$ cat config.mk
export PLATFORM = sky130hd
export DESIGN_NAME = instr_queue
export DESIGN_NICKNAME = d
export VERILOG_FILES = /design/src/rtl/instr_queue.sv
export SDC_FILE = /design/constraint.sdc
export NUM_CORES = 1
export LEC_CHECK = 0
export ABC_CLOCK_PERIOD_IN_PS = 11000
export BUFFER_PORTS_ARGS = -buffer_cell sky130_fd_sc_hd__buf_2
export CAP_MARGIN = 30
export CORE_UTILIZATION = 65
export CTS_BUF_LIST = sky130_fd_sc_hd__clkbuf_8
export DETAILED_ROUTE_END_ITERATION = 12
export GPL_TIMING_DRIVEN = 0
export PLACE_DENSITY = 0.95
export SLEW_MARGIN = 30
export SYNTH_ARGS = -nofsm -noshare
export SYNTH_HDL_FRONTEND = slang
export SYNTH_SLANG_ARGS = --single-unit
$ cat constraint.sdc
create_clock -name clk -period 11 [get_ports clk]
set_input_delay 1.65 -clock clk [delete_from_list [all_inputs] [get_ports clk]]
set_output_delay 1.65 -clock clk [all_outputs]
set_load 0.1 [all_outputs]
$ cat src/rtl/instr_queue.sv
// In-order instruction buffer between fetch and dispatch: a circular FIFO of {pc, instr}
// feeding an output register, with ROB stall back-pressure and exception flush/redirect.
module instr_queue #(
  parameter int QueueSize     = 16,
  parameter int PointerLength = 4
) (
  input  logic        clk,
  input  logic        rst,
  input  logic        is_valid_from_fetch,
  input  logic [31:0] instr_from_fetch,
  input  logic [31:0] pc_from_fetch,
  input  logic        is_stall_from_rob,
  input  logic        is_exception_from_rob,
  input  logic [31:0] pc_from_rob,
  output logic        is_stall_to_fetch,
  output logic        is_exception_to_fetch,
  output logic [31:0] pc_to_fetch,
  output logic        is_valid_to_reg,
  output logic [31:0] instr_to_reg,
  output logic [31:0] pc_to_reg
);

  typedef enum logic {RUN = 1'b0, FLUSH = 1'b1} state_t;

  localparam logic [PointerLength:0] FullCount = (PointerLength + 1)'(QueueSize);

  state_t                   state, state_next;
  logic [31:0]              mem_instr [QueueSize];
  logic [31:0]              mem_pc    [QueueSize];
  logic [PointerLength-1:0] head, tail;
  logic [PointerLength:0]   count;
  logic                     push, consume, load;

  // A push is blocked while full even if the output register drains this same cycle.
  assign push    = is_valid_from_fetch & ~is_stall_to_fetch & ~is_exception_from_rob;
  assign consume = is_valid_to_reg & ~is_stall_from_rob;
  assign load    = (~is_valid_to_reg | consume) & (count != '0);

  always_ff @(posedge clk or negedge rst) begin
    if (!rst) state <= RUN;
    else      state <= state_next;
  end

  // NOTE: every signal assigned in always_comb gets a default first so no latch is inferred.
  always_comb begin
    state_next = RUN;
    case (state)
      RUN:     if (is_exception_from_rob) state_next = FLUSH;
      FLUSH:   if (is_exception_from_rob) state_next = FLUSH;
      default: state_next = RUN;
    endcase
  end

  always_comb begin
    is_stall_to_fetch = 1'b0;
    if (count == FullCount || state == FLUSH) is_stall_to_fetch = 1'b1;
  end

  // NOTE: the storage array is deliberately not reset; validity is tracked by head/tail/count.
  always_ff @(posedge clk) begin
    if (push) begin
      mem_instr[tail] <= instr_from_fetch;
      mem_pc[tail]    <= pc_from_fetch;
    end
  end

  always_ff @(posedge clk or negedge rst) begin
    if (!rst) begin
      head                  <= '0;
      tail                  <= '0;
      count                 <= '0;
      is_valid_to_reg       <= 1'b0;
      instr_to_reg          <= '0;
      pc_to_reg             <= '0;
      is_exception_to_fetch <= 1'b0;
      pc_to_fetch           <= '0;
    end else if (is_exception_from_rob) begin
      head                  <= '0;
      tail                  <= '0;
      count                 <= '0;
      is_valid_to_reg       <= 1'b0;
      is_exception_to_fetch <= 1'b1;
      pc_to_fetch           <= pc_from_rob;
    end else begin
      is_exception_to_fetch <= 1'b0;
      if (push) tail <= tail + 1'b1;
      if (load) begin
        is_valid_to_reg <= 1'b1;
        instr_to_reg    <= mem_instr[head];
        pc_to_reg       <= mem_pc[head];
        head            <= head + 1'b1;
      end else if (consume) begin
        is_valid_to_reg <= 1'b0;
      end
      case ({push, load})
        2'b10:   count <= count + 1'b1;
        2'b01:   count <= count - 1'b1;
        default: count <= count;
      endcase
    end
  end

endmodule

==> flow_summary_export.csv <==
group,metric,value,unit
worst_setup_path,r2r_start,"count[1]$_DFFE_PN0P_",
grt,grt_max_degree,75,
worst_setup_path,criticalPathCategory,"in -> reg",
detailed_routing,routed_wl,121800,um
worst_setup_path,path_cells,"buf_2, nand2b_1, a21oi_1, nor3b_1, nor2b_1, and2_4, buf_12, buf_12",
worst_setup_path,max_stage_delay,0.85,ns
floorplan,design.die.area,0.06707,sq mm
finish,nNetsFinal,2265,
finish,layout_commonest_cell,"edfxtp_1",
synth,syn_inst,1736,
synth,syn_area,0.04292,sq mm
status,status,"finished clean",
timing,skew,0.04731,ns
hold_path,hold_path.startpoint,"pc_to_reg[6]$_DFFE_PN0P_",
worst_setup_path,cp_common_cell,"buf_12",
grt,grt_pass1_wl,171200,um
detailed_routing,postRouteAntennaNets,0,
power,vdd_drop_max,155.4,uV
synth,yosysWarningCount,0,
power,power.leakage,16.44,nW
worst_setup_path,worstSetupStartpointType,"primary input",
worst_setup_path,worstPathMaxFanout,26,
power,total_power,11.84,mW
worst_setup_path,cp_num_buf_inv,3,
grt,grt_use_total,37.40,%
worst_setup_path,cp_slowest_cell,"a21oi_1",
clocking,ctsResizeCount,0,
worst_setup_path,path_delay_family,"simple AND/OR/NAND/NOR gates",
timing,max_freq,0.2193,GHz
worst_setup_path,r2r_setup_slack,6.78,ns
floorplan,start_util,66.22,%
floorplan,row_count,93,
detailed_routing,first_pass_iters,7,
clocking,clk_path_buf_depth,3,
grt,grt_antenna_before_repair,18,
clocking,postCtsSetupBuffers,0,
timing,finalHoldViolations,0,
worst_setup_path,startpoint,"is_valid_from_fetch",
placed_design,place.gp.congestion,0.8072,
hold_path,hold_path.class,"reg -> reg",
power,power_density,238.6,mW/mm^2
timing,final_max_slew_viol_count,0,
clocking,cts_buffers,168,
detailed_routing,drtIter0Drc,3673,
clocking,clk_pin_slew,0.06,ns
clocking,h-tree-depth,4,
timing,rsz0062_at_grt,"false",
clocking,clock_latency,0.85,ns
finish,fillers,2817,
floorplan,die_y,259.0,um
synth,synthesis.nets,1844,
timing,slew_headroom,23.54,%
synth,synth_seq_cells,1135,
flow_run,drv_cap,0,
placed_design,io_buffers,199,
finish,syn_to_final_growth,15.58,%
worst_setup_path,crit_cells,8,
finish,final_cell_mix,"1024 x edfxtp_1, 320 x mux4_2, 206 x buf_2",
clocking,cts_tree,"built",
timing,tns,0,ns
clocking,cts.sinks,1135,
worst_setup_path,arrival,5.05,ns
floorplan,die_width,259.0,um
timing,min_period_over_period,41.45,%
timing,finalSetupViolCount,0,
clocking,cts_hold_buf,0,
hold_path,min_path_cells,1,
clocking,cts_root_buffer,"clkbuf_8",
timing,worst_pin_slew,1.147,ns
floorplan,ios,200,
finish,layout-drive-gt1-share,41.32,%
grt,grt_pass1_vias,23755,
detailed_routing,drc,0,
finish,largestRegisters,"mem_instr (512), mem_pc (512)",
synth,synth_seq_area_share,78.11,%
worst_setup_path,r2r_end,"mem_instr[0][25]$_DFFE_PP_",
floorplan,core_area,0.06481,sq mm
synth,avgSynthCellArea,24.72,sq um
worst_setup_path,cp-end-kind,"flop",
worst_setup_path,r2r_cells,8,
detailed_routing,routed_via_density,7.304,
detailed_routing,wire_per_inst,38.45,um
detailed_routing,vias,23131,
timing,period_needed,4.559,ns
hold_path,min_to,"pc_to_reg[6]$_DFFE_PN0P_",
placed_design,dp_hpwl,72190,um
grt,overflow,0,
synth,netlist-cell-type-count,41,
worst_setup_path,required,11.49,ns
-- Yosys cell counts --
cell      count  area share [%]
edfxtp_1   1024              72
mux4_2      320              17
dfrtp_1     111             6.5
mux2_2       96             2.5
clkbuf_1     47            0.41
buf_4        26            0.45
nor2_1       20            0.17
a21oi_1       9            0.10
and2_1        8            0.12
buf_2         8           0.093
ha_1          7            0.20
inv_1         6           0.052
nand2_1       6           0.052
xor2_1        6            0.12
buf_6         5            0.13
nand3b_1      3           0.052
nand2b_1      2           0.029
nor2b_1       2           0.029
nor3_1        2           0.023
o21a_1        2           0.035
o21ai_0       2           0.023
o31ai_1       2           0.035
or3_1         2           0.029
or4_1         2           0.035
xnor2_1       2           0.041
a21o_1        1           0.017
a22o_1        1           0.020
a31oi_1       1           0.015
buf_1         1          0.0087
mux2_1        1           0.026
mux2i_1       1           0.023
nand3_1       1           0.012
nand4_1       1           0.015
nand4b_1      1           0.020
nor3b_1       1           0.017
nor4_2        1           0.029
nor4bb_1      1           0.023
o211a_1       1           0.023
o211ai_2      1           0.029
o21ai_2       1           0.020
or4_4         1           0.026
-- stage by stage --
step | hold WS, ns | std cells | area, sq um | worst slack, ns | util (%)
floorplan | 0.5466 | 1736 | 42920 | 5.241 | -
global placement | 0.4838 | 2790 | 44990 | 1.965 | 69.41
detailed placement | 0.4871 | 2842 | 46390 | 6.195 | 71.57
CTS | 0.5037 | 3154 | 49570 | 6.710 | 76.48
global route | 0.5112 | 3162 | 49590 | 6.512 | 76.52
finish | 0.5010 | 3167 | 49610 | 6.441 | 76.54
-- layer usage --
metal / vias to the layer above / GRT usage, % / routed length, um
met5: - / 0 / 88
met4: 12 / 22.73 / 8073
met3: 602 / 9.578 / 15040
met2: 2467 / 61.16 / 61530
met1: 11752 / 45.36 / 37050
li1: 8298 / - / -
-- area by class of cell --
type	instances	area [sq um]	area share, %
Clock buffer	186	2560	5.161
Inverter	6	22.52	0.04540
Buffer	87	479.2	0.9660
Sequential cell	1135	33530	67.59
Tap cell	855	1070	2.157
Timing Repair Buffer	251	2315	4.666
Multi-Input combinational cell	508	8980	18.10
Clock inverter	126	620.6	1.251
Antenna cell	13	32.53	0.06558
-- worst reg2reg max path, cell delays in order (launching register included) --
cell     delay, ns
dfrtp_1       0.36
buf_2         0.23
nor4_2        0.12
a21oi_1       0.85
nor3b_1       0.44
nor2b_1       0.65
and2_4        0.61
buf_12        0.31
buf_12        0.29
-- worst max path at each step --
stage	slack [ns]	end
2_1_floorplan	5.24	mem_instr[10][0]$_DFFE_PP_
3_3_place_gp	1.96	mem_instr[10][7]$_DFFE_PP_
3_5_place_dp	6.20	mem_instr[6][4]$_DFFE_PP_
4_1_cts	6.71	mem_instr[0][23]$_DFFE_PP_
5_1_grt	6.51	mem_instr[0][26]$_DFFE_PP_
6_report	6.44	mem_instr[0][25]$_DFFE_PP_
-- cells by family (layout without fill, tap and decap cells) --
kind of cell | after synthesis | in the layout | synth area share (%)
flops | 1135 | 1135 | 78.11
mux | 418 | 418 | 19.36
buf+inv | 93 | 656 | 1.151
simple gates | 54 | 54 | 0.6850
compound gates | 21 | 21 | 0.3236
xor+xnor | 8 | 8 | 0.1633
fa+ha+maj | 7 | 7 | 0.2040
other cells | 0 | 13 | 0
-- report_power, final --
part	internal [mW]	switching, mW	total, mW
clock network	1.63	1.69	3.32
registers	4.87	0.115	4.99
logic	1.22	2.31	3.53
Power figures use the tool's default switching activity.
